File: src/rtl/input_debouncer.sv
// input_debouncer
//   Turns one raw asynchronous level (button, off-chip strobe, external flag) into a clean,
//   synchronous level that changes only after DEBOUNCE_CYCLES consecutive identical samples.
//   Rejected candidate changes produce a one-cycle glitch pulse and bump a saturating counter.
//
// Ports:
//   clk           sole clock, all logic on posedge
//   rst           synchronous active-high reset
//   raw_in        asynchronous raw level
//   glitch_clr    synchronous clear of glitch_count (wins over a simultaneous glitch)
//   clean_out     debounced level
//   busy          high while a candidate level change is being qualified
//   glitch        one-cycle pulse when a candidate change is rejected
//   glitch_count  saturating count of glitch pulses
module input_debouncer #(
  parameter int unsigned SYNC_STAGES     = 2,
  parameter int unsigned DEBOUNCE_CYCLES = 16,
  parameter logic        RESET_LEVEL     = 1'b0,
  parameter int unsigned GLITCH_W        = 8
) (
  input  logic                clk,
  input  logic                rst,
  input  logic                raw_in,
  input  logic                glitch_clr,
  output logic                clean_out,
  output logic                busy,
  output logic                glitch,
  output logic [GLITCH_W-1:0] glitch_count
);

  localparam int unsigned CntW = $clog2(DEBOUNCE_CYCLES + 1);
  localparam logic [CntW-1:0] CntLast = CntW'(DEBOUNCE_CYCLES - 1);

  typedef enum logic [0:0] {StStable, StCheck} state_e;

  // Synchronizer: only sync_q[0] may go metastable; nothing reads it except sync_q[1].
  logic [SYNC_STAGES-1:0] sync_q;
  logic                   s;

  always_ff @(posedge clk) begin
    if (rst) begin
      sync_q <= {SYNC_STAGES{RESET_LEVEL}};
    end else begin
      sync_q <= {sync_q[SYNC_STAGES-2:0], raw_in};
    end
  end

  assign s = sync_q[SYNC_STAGES-1];

  // Debounce FSM
  state_e              state_q, state_d;
  logic [CntW-1:0]     cnt_q, cnt_d;
  logic                clean_q, clean_d;
  logic                glitch_q, glitch_d;
  logic [GLITCH_W-1:0] count_q, count_d;

  always_ff @(posedge clk) begin
    if (rst) begin
      state_q  <= StStable;
      cnt_q    <= '0;
      clean_q  <= RESET_LEVEL;
      glitch_q <= 1'b0;
      count_q  <= '0;
    end else begin
      state_q  <= state_d;
      cnt_q    <= cnt_d;
      clean_q  <= clean_d;
      glitch_q <= glitch_d;
      count_q  <= count_d;
    end
  end

  always_comb begin
    state_d  = state_q;
    cnt_d    = cnt_q;
    clean_d  = clean_q;
    glitch_d = 1'b0;
    case (state_q)
      StStable: begin
        if (s != clean_q) begin
          state_d = StCheck;
          cnt_d   = CntW'(1);
        end else begin
          cnt_d = '0;
        end
      end
      StCheck: begin
        if (s == clean_q) begin
          // Run broken before qualifying: reject the candidate.
          state_d  = StStable;
          cnt_d    = '0;
          glitch_d = 1'b1;
        end else if (cnt_q == CntLast) begin
          // This edge supplies the DEBOUNCE_CYCLES-th consecutive differing sample.
          clean_d = s;
          state_d = StStable;
          cnt_d   = '0;
        end else begin
          cnt_d = cnt_q + CntW'(1);
        end
      end
      default: begin
        state_d = StStable;
        cnt_d   = '0;
      end
    endcase
  end

  // Counts the registered glitch pulse, so a clear during the pulse cycle wins.
  always_comb begin
    count_d = count_q;
    if (glitch_clr) begin
      count_d = '0;
    end else if (glitch_q && (count_q != {GLITCH_W{1'b1}})) begin
      count_d = count_q + GLITCH_W'(1);
    end
  end

  assign clean_out    = clean_q;
  assign busy         = (state_q == StCheck);
  assign glitch       = glitch_q;
  assign glitch_count = count_q;

endmodule

File: config.mk
export PLATFORM = sky130hd
export DESIGN_NAME = input_debouncer
export DESIGN_NICKNAME = d
export VERILOG_FILES = /design/src/rtl/input_debouncer.sv
export SDC_FILE = /design/constraint.sdc
export NUM_CORES = 1
export LEC_CHECK = 0
export CORE_MARGIN = 4
export CORE_UTILIZATION = 52
export DETAILED_ROUTE_END_ITERATION = 12
export PLACE_DENSITY = 0.81
export SYNTH_ARGS = -nofsm -noshare
export SYNTH_HDL_FRONTEND = slang
export SYNTH_SLANG_ARGS = --single-unit
File: constraint.sdc
create_clock -name clk -period 3.4 [get_ports clk]
set_input_delay 0.68 -clock clk [delete_from_list [all_inputs] [get_ports clk]]
set_output_delay 0.68 -clock clk [all_outputs]
set_load 0.05 [all_outputs]
# After elaboration in Yosys (flattened, before gate mapping)
# Cells that the tools add are included.
# totals
ff_bits,18
word_cells,27
output_inout_bits,11
in_bits,4
# op_classes
n_addsub,2
n_reduce_logical,4
n_eq_ne,4
bitwise,2
n_mux,9
# ops
operator,count
two-way mux 5 bit,2
case mux 5 bit (2 select lines),1
adder 8 x 1 -> 8 bit (second input constant),1
inequality test 8 bit (second input constant),1
adder 5 x 1 -> 5 bit (second input constant),1
equality test 5 x 4 -> 1 bit (second input constant),1
two-way mux 1 bit,5
OR reduction 2 bit,2
AND reduction 3 bit,1
NOT 1 bit,2
case mux 1 bit (2 select lines),1
equality test 1 bit,1
logical AND 1 bit,1
inequality test 1 bit,1

# Depth between registers and ports, before layout
# Gate-level depths: netlist (run 1).
# depth
depth_word,4
mapped_depth,6
mapped_depth_nobuf,6

# Worst setup path after synthesis (run 1)
# OpenSTA, ideal clock, no wires.
# synth_timing
kind,register to register
from,register count_q[0] (netlist: glitch_count[0])
to,register count_q[0] (netlist: glitch_count[0])
synth_period_minus_slack_ps,1597
setup_slack_ps,1803
arrival_time_ps,1525
stages_incl_launch_ff,5
t_required_ps,3328
setup_time_ps,72
n_path_buf,0
cell_sequence,dfxtp_1 > ha_1 > and3_1 > a21boi_0 > mux2i_1
# synth_between
elab_chain_len,2
word_cells_on_any_way,3
# synth_lines
element,line,source
"start, declared",55,"logic [GLITCH_W-1:0] count_q, count_d;"
"start signal, assigned",69,count_q <= count_d;
"parallel branches: the longest is 2 deep, another holds adder 8 x 1 -> 8 bit",--,
# Parallel ways; which one is timed is not known.
# A chain may end at the register's enable or synchronous reset.

# Worst setup path after layout (run 1)
# layout_timing
from,register count_q[3] (netlist: glitch_count[3])
to,output glitch_count[3]
# layout_rtl
element,line,source
"end, declared",28,output logic [GLITCH_W-1:0] glitch_count
# No word-level cell between the ends.

==> impl_metrics.tcl, run 1 <==
set metrics [dict create \
    synth-edff-count 0 \
    syn_to_final_growth_pct 25.4 \
    drv_cap 0 \
    synth_top_area_cell "dfxtp_1" \
    p_switching_uw 71.2 \
    syn_nets 86 \
    cp_num_cells 1 \
    wl_met2_um 586 \
    ir_drop_mv 0.278 \
    start_util_pct 56.6 \
    crit_path_start_kind "flip-flop" \
    dr.pass1.iters 2 \
    ff2ff_path_depth 5 \
    final_nets 104 \
    combPwrFrac_pct 4.0 \
    cts-root-buf "clkbuf_4" \
    cp-end-kind "output port" \
    cts_buffer_depth 2 \
    p_sw_share_pct 20.0 \
    grt_max_degree 11 \
    yosysMostFrequentCell "dfxtp_1" \
    core_area_um2 1330 \
    finalWirelength_um 1310 \
    cts.clk_slew.worst_paths_ns 0.10 \
    max_freq_mhz 441 \
    synth_seq_cells 18 \
    crit_family "buffers and inverters" \
    layout-drive-gt1-share_pct 7.29 \
    seq_area_frac_synth_pct 47.8 \
    die_w_um 46.1 \
    insertion_delay_ns 0.29 \
    dr_wl_met3_um 60 \
    drtIter0Drc 4 \
    antenna_found_initial 0 \
    worst_slack_ns 1.13 \
    critPathMaxStageDelay_ns 0.85 \
    slew_viol_final 0 \
    maxUsedRoutingLayer "met4" \
    gp_congestion 0.766 \
    seq_power_share_pct 60.2 \
    cp.arrival_ns 1.59 \
    pin_count 15 \
    grt_overflow 0 \
    vias 613 \
    io_buffers 14 \
    synthFlopType "dfxtp_1" \
    clock_sinks 18 \
    crit_path_max_fanout 7 \
    syn-cell-area_um2 754 \
    dpl.hpwl_um 987 \
    wl_per_cell_um 11.8 \
    post-cts-setup-buffers 0 \
    final.min_clock_period_ns 2.27 \
    routedLengthMet1_um 648 \
    worstMarginPinSlew_ns 0.497 \
    synthTopCellsByCount "dfxtp_1, nand2_1, a211oi_1, nor2_1" \
    power.internal_uw 285 \
    hold_path.class "flip-flop to flip-flop" \
    yosys-top-cells-area "dfxtp_1, a211oi_1, ha_1, mux2i_1, nand2_1" \
    cp_slowest_cell "clkdlybuf4s50_1" \
    finClkSkew_ns 0.00538 \
    slew_headroom_pct 66.8 \
    hold_violations 0 \
    synth_top_area_share_pct 47.8 \
    setup_violations 0 \
    finalCritPeriodShare_pct 66.7 \
    syn_avg_cell_area_um2 9.55 \
    crit_path_cell_trace "clkdlybuf4s50_1" \
    finalSetupTns_ns 0 \
    cts-htree-levels 1 \
    p_per_area_nw_per_um2 376 \
    post_cts_resized 0 \
    via_per_inst 5.52 \
    outcome "complete, no violations" \
    fp.dieH_um 46.1 \
    grt_pass1_wl_um 2200 \
    grt_pass1_vias 511 \
    cp.required_ns 2.72 \
    async_reset_ff_share_pct 0 \
    cts-buffers-inserted 3 \
    die-area_um2 2120 \
    grt_usage_pct 15.0 \
    path_buf_inv 1 \
    pwr-share-clk_pct 35.8 \
    fin_util_pct 70.9 \
    critPathKind "flip-flop to output port" \
    syn_inst 79 \
    ctsHoldBuffers 0 \
    cts_tree "built" \
    grt_setup_unrepaired "no" \
    diodes 0 \
    dp_slack_ns 1.40 \
    drc_errors 0 \
    power_leakage_nw 0.315 \
    core.rowCount 13 \
    synth_warnings 0 \
    holdPathStages 1 \
    synth.distinct_cells 26 \
    ant_nets 0 \
]
==> per-stage QoR <==
stage	hold slack, ns	instances	power, mW	area (µm²)
after floorplan	0.414	79	0.227	754
after global placement	0.445	107	0.233	910
after detailed placement	0.454	107	0.234	910
after CTS	0.472	111	0.362	946
after global routing	0.478	111	0.374	946
final	0.464	111	0.356	946
==> per-layer routing <==
metal  up-vias  GRT usage, %
met2        10          19.2
met1       279          20.6
met5         -             0
met4         0          10.2
li1        322             -
met3         2          5.08
==> registers in the layout (all words and copies together), names as in the netlist <==
name and count:
busy 1, clean_out 1, cnt_q 5, glitch 1
glitch_count 8, sync_q 2
==> area by class of cell <==
type | instances | area (µm²)
Tap cell | 15 | 18.8
Fill cell | 104 | 388
Sequential cell | 18 | 360
Multi-Input combinational cell | 56 | 375
Clock buffer | 4 | 36.3
Timing Repair Buffer | 14 | 140
Inverter | 4 | 15.0
==> power by group through the flow <==
stage | registers, mW | clock network [mW] | logic, mW
4_1_cts | 0.214 | 0.133 | 0.0144
6_report | 0.214 | 0.127 | 0.0143
3_3_place_gp | 0.219 | 0 | 0.0140
2_1_floorplan | 0.221 | 0 | 0.00635
5_1_grt | 0.215 | 0.143 | 0.0155
3_5_place_dp | 0.219 | 0 | 0.0143
==> kinds of logic (layout without fill, tap and decap cells) <==
kind of cell,count (synthesis),after routing,share of synthesized area [%]
DFF,18,18,47.8
muxes,3,3,3.98
and+or+nand+nor,35,35,25.9
buffers and inverters,5,22,2.49
adders and majority gates,3,3,4.98
xor gates and xnor gates,3,3,3.48
AOI/OAI and AO/OA,12,12,11.4
==> worst paths after layout <==
path | slack (ns) | endpoint | from
min reg2reg | 0.46 | sync_q[1]$_SDFF_PP0_ | sync_q[0]$_SDFF_PP0_
min | 0.46 | sync_q[1]$_SDFF_PP0_ | sync_q[0]$_SDFF_PP0_
max | 1.13 | glitch_count[3] | glitch_count[3]$_SDFFE_PP0P_
max reg2reg | 1.73 | cnt_q[2]$_SDFF_PP0_ | cnt_q[0]$_SDFF_PP0_
==> layout by cell type (no fill, tap or decap), drive strengths merged, types with 4 or more instances in the layout <==
cell,instances
a211oi,5
clkbuf,4
clkdlybuf4s50,14
dfxtp,18
inv,4
nand2,8
nor2,5
nor3,4
Power figures use the tool's default switching activity.
==> inputs of run 2 (changes only) <==
Settings changed: CORE_UTILIZATION 52 to 43, PLACE_DENSITY 0.81 to 0.72.
Clock period 3.4 ns to 1.9 ns, I/O delays scaled along.
==> impl_metrics.tcl, run 2 (synthesized netlist as in run 1, its figures left out) <==
set metrics [dict create \
    core.rowCount 14 \
    post_cts_resized 0 \
    hold_violations 0 \
    slew_headroom_pct 72.8 \
    dp_slack_ns 0.204 \
    cts-htree-levels 1 \
    grt_overflow 0 \
    finClkSkew_ns 0.00587 \
    final.min_clock_period_ns 1.71 \
    multi_input_area_um2 375 \
    antenna_found_initial 0 \
    final_cell_count_no_fill 113 \
    min_from "sync_q[0]$_SDFF_PP0_" \
    diodes 0 \
    final_cell_mix "dfxtp_1, buf_4, nand2_1, nor2_1, a211oi_1" \
    cp-end-kind "flip-flop" \
    cp.arrival_ns 1.93 \
    wl_per_cell_um 12.3 \
    hold_path.class "flip-flop to flip-flop" \
    critPathKind "flip-flop to flip-flop" \
    totalPowerFinal_uw 640 \
    grt_pass1_vias 596 \
    fillers 158 \
    layout-drive-gt1-share_pct 19.6 \
    max_freq_mhz 585 \
    grt_max_degree 11 \
    outcome "complete, no violations" \
    holdWs_ns 0.470 \
    largest_reg_flops 8 \
    fin_util_pct 58.8 \
    die-area_um2 2490 \
    pin_count 15 \
    crit_start "cnt_q[0]$_SDFF_PP0_" \
    finalCritPeriodShare_pct 90.0 \
    gp_congestion 0.754 \
    cts-root-buf "clkbuf_4" \
    crit_path_start_kind "flip-flop" \
    worst_slack_ns 0.190 \
    crit_path_max_fanout 4 \
    cp_common_cell "ha_1" \
    clock_sinks 18 \
    dr.pass1.iters 4 \
    fp.dieH_um 49.9 \
    insertion_delay_ns 0.29 \
    cts_tree "built" \
    worstMarginPinSlew_ns 0.404 \
    via_per_inst 5.56 \
    power_leakage_nw 0.343 \
    core_area_um2 1580 \
    drv_cap 0 \
    final_nets 105 \
    crit_path_cell_trace "ha_1 > and3_1 > ha_1 > or4b_4 > nor2_1" \
    stdcell_area_um2 927 \
    grt_setup_unrepaired "no" \
    crit_family "simple AND/OR/NAND/NOR gates" \
    slew_viol_final 0 \
    dpl.hpwl_um 1030 \
    die_w_um 49.9 \
    cp_num_cells 5 \
    drc_errors 0 \
    cts.clk_slew.worst_paths_ns 0.10 \
    ctsHoldBuffers 0 \
    ff2ff_path_depth 5 \
    holdPathStages 1 \
    ir_drop_mv 0.390 \
    vias 628 \
    placed_area_um2 891 \
    cts-buffers-inserted 3 \
    finalWirelength_um 1390 \
    ant_nets 0 \
    critPathMaxStageDelay_ns 0.56 \
    grt_pass1_wl_um 2540 \
    syn_to_final_growth_pct 22.9 \
    grt_usage_pct 13.5 \
    layout_commonest_cell "dfxtp_1" \
    dp_cells 109 \
    io_buffers 14 \
    cp.required_ns 2.12 \
    reg2reg_from "cnt_q[0]$_SDFF_PP0_" \
    path_buf_inv 0 \
    setup_violations 0 \
    p_per_area_nw_per_um2 691 \
    regArea_um2 360 \
    finalSetupTns_ns 0 \
    start_util_pct 47.9 \
    drtIter0Drc 19 \
    post-cts-setup-buffers 0 \
    cp_slowest_cell "or4b_4" \
    cts_buffer_depth 2 \
]
==> run 2: cell types whose count changed in the layout (fill, tap and decap cells not counted) <==
cell,change
buf_4,+12
clkdlybuf4s50_1,-11
==> run 2: final timing paths <==
kind                                              to  slack (ns)
worst max-delay path             cnt_q[3]$_SDFF_PP0_        0.19
worst max register to register   cnt_q[3]$_SDFF_PP0_        0.19
worst min register to register  sync_q[1]$_SDFF_PP0_        0.47
worst min-delay path            sync_q[1]$_SDFF_PP0_        0.47
==> run 2: layout make-up <==
cell class              count  share of cell area (%)
flip-flops and latches     18                    38.9
multi-input cells          56                    40.5
well taps                  16                    2.16
inverters                   4                    1.62
repair buffers             15                    13.0
clock buffers               4                    3.91
==> run 2: worst reg2reg max path, cell delays in order, from the launching register on <==
cell	delay [ns]
dfxtp_1	0.34
ha_1	0.23
and3_1	0.19
ha_1	0.21
or4b_4	0.56
nor2_1	0.12
==> run 2: report_power, final <==
group	switching (mW)	internal (mW)	leakage [nW]
combinational	0.0135	0.0133	0.176
clock	0.113	0.117	0.0210
sequential	0.00286	0.381	0.146
total	0.130	0.511	0.343
==> run 2: layer usage <==
layer / share of wire (%) / wire length, µm / GRT usage, %
met5: 0 / 0 / 0
met3: 6.5 / 91 / 4.22
met1: 49 / 683 / 17.1
met2: 43 / 598 / 19.6
met4: 1.3 / 18 / 8.29
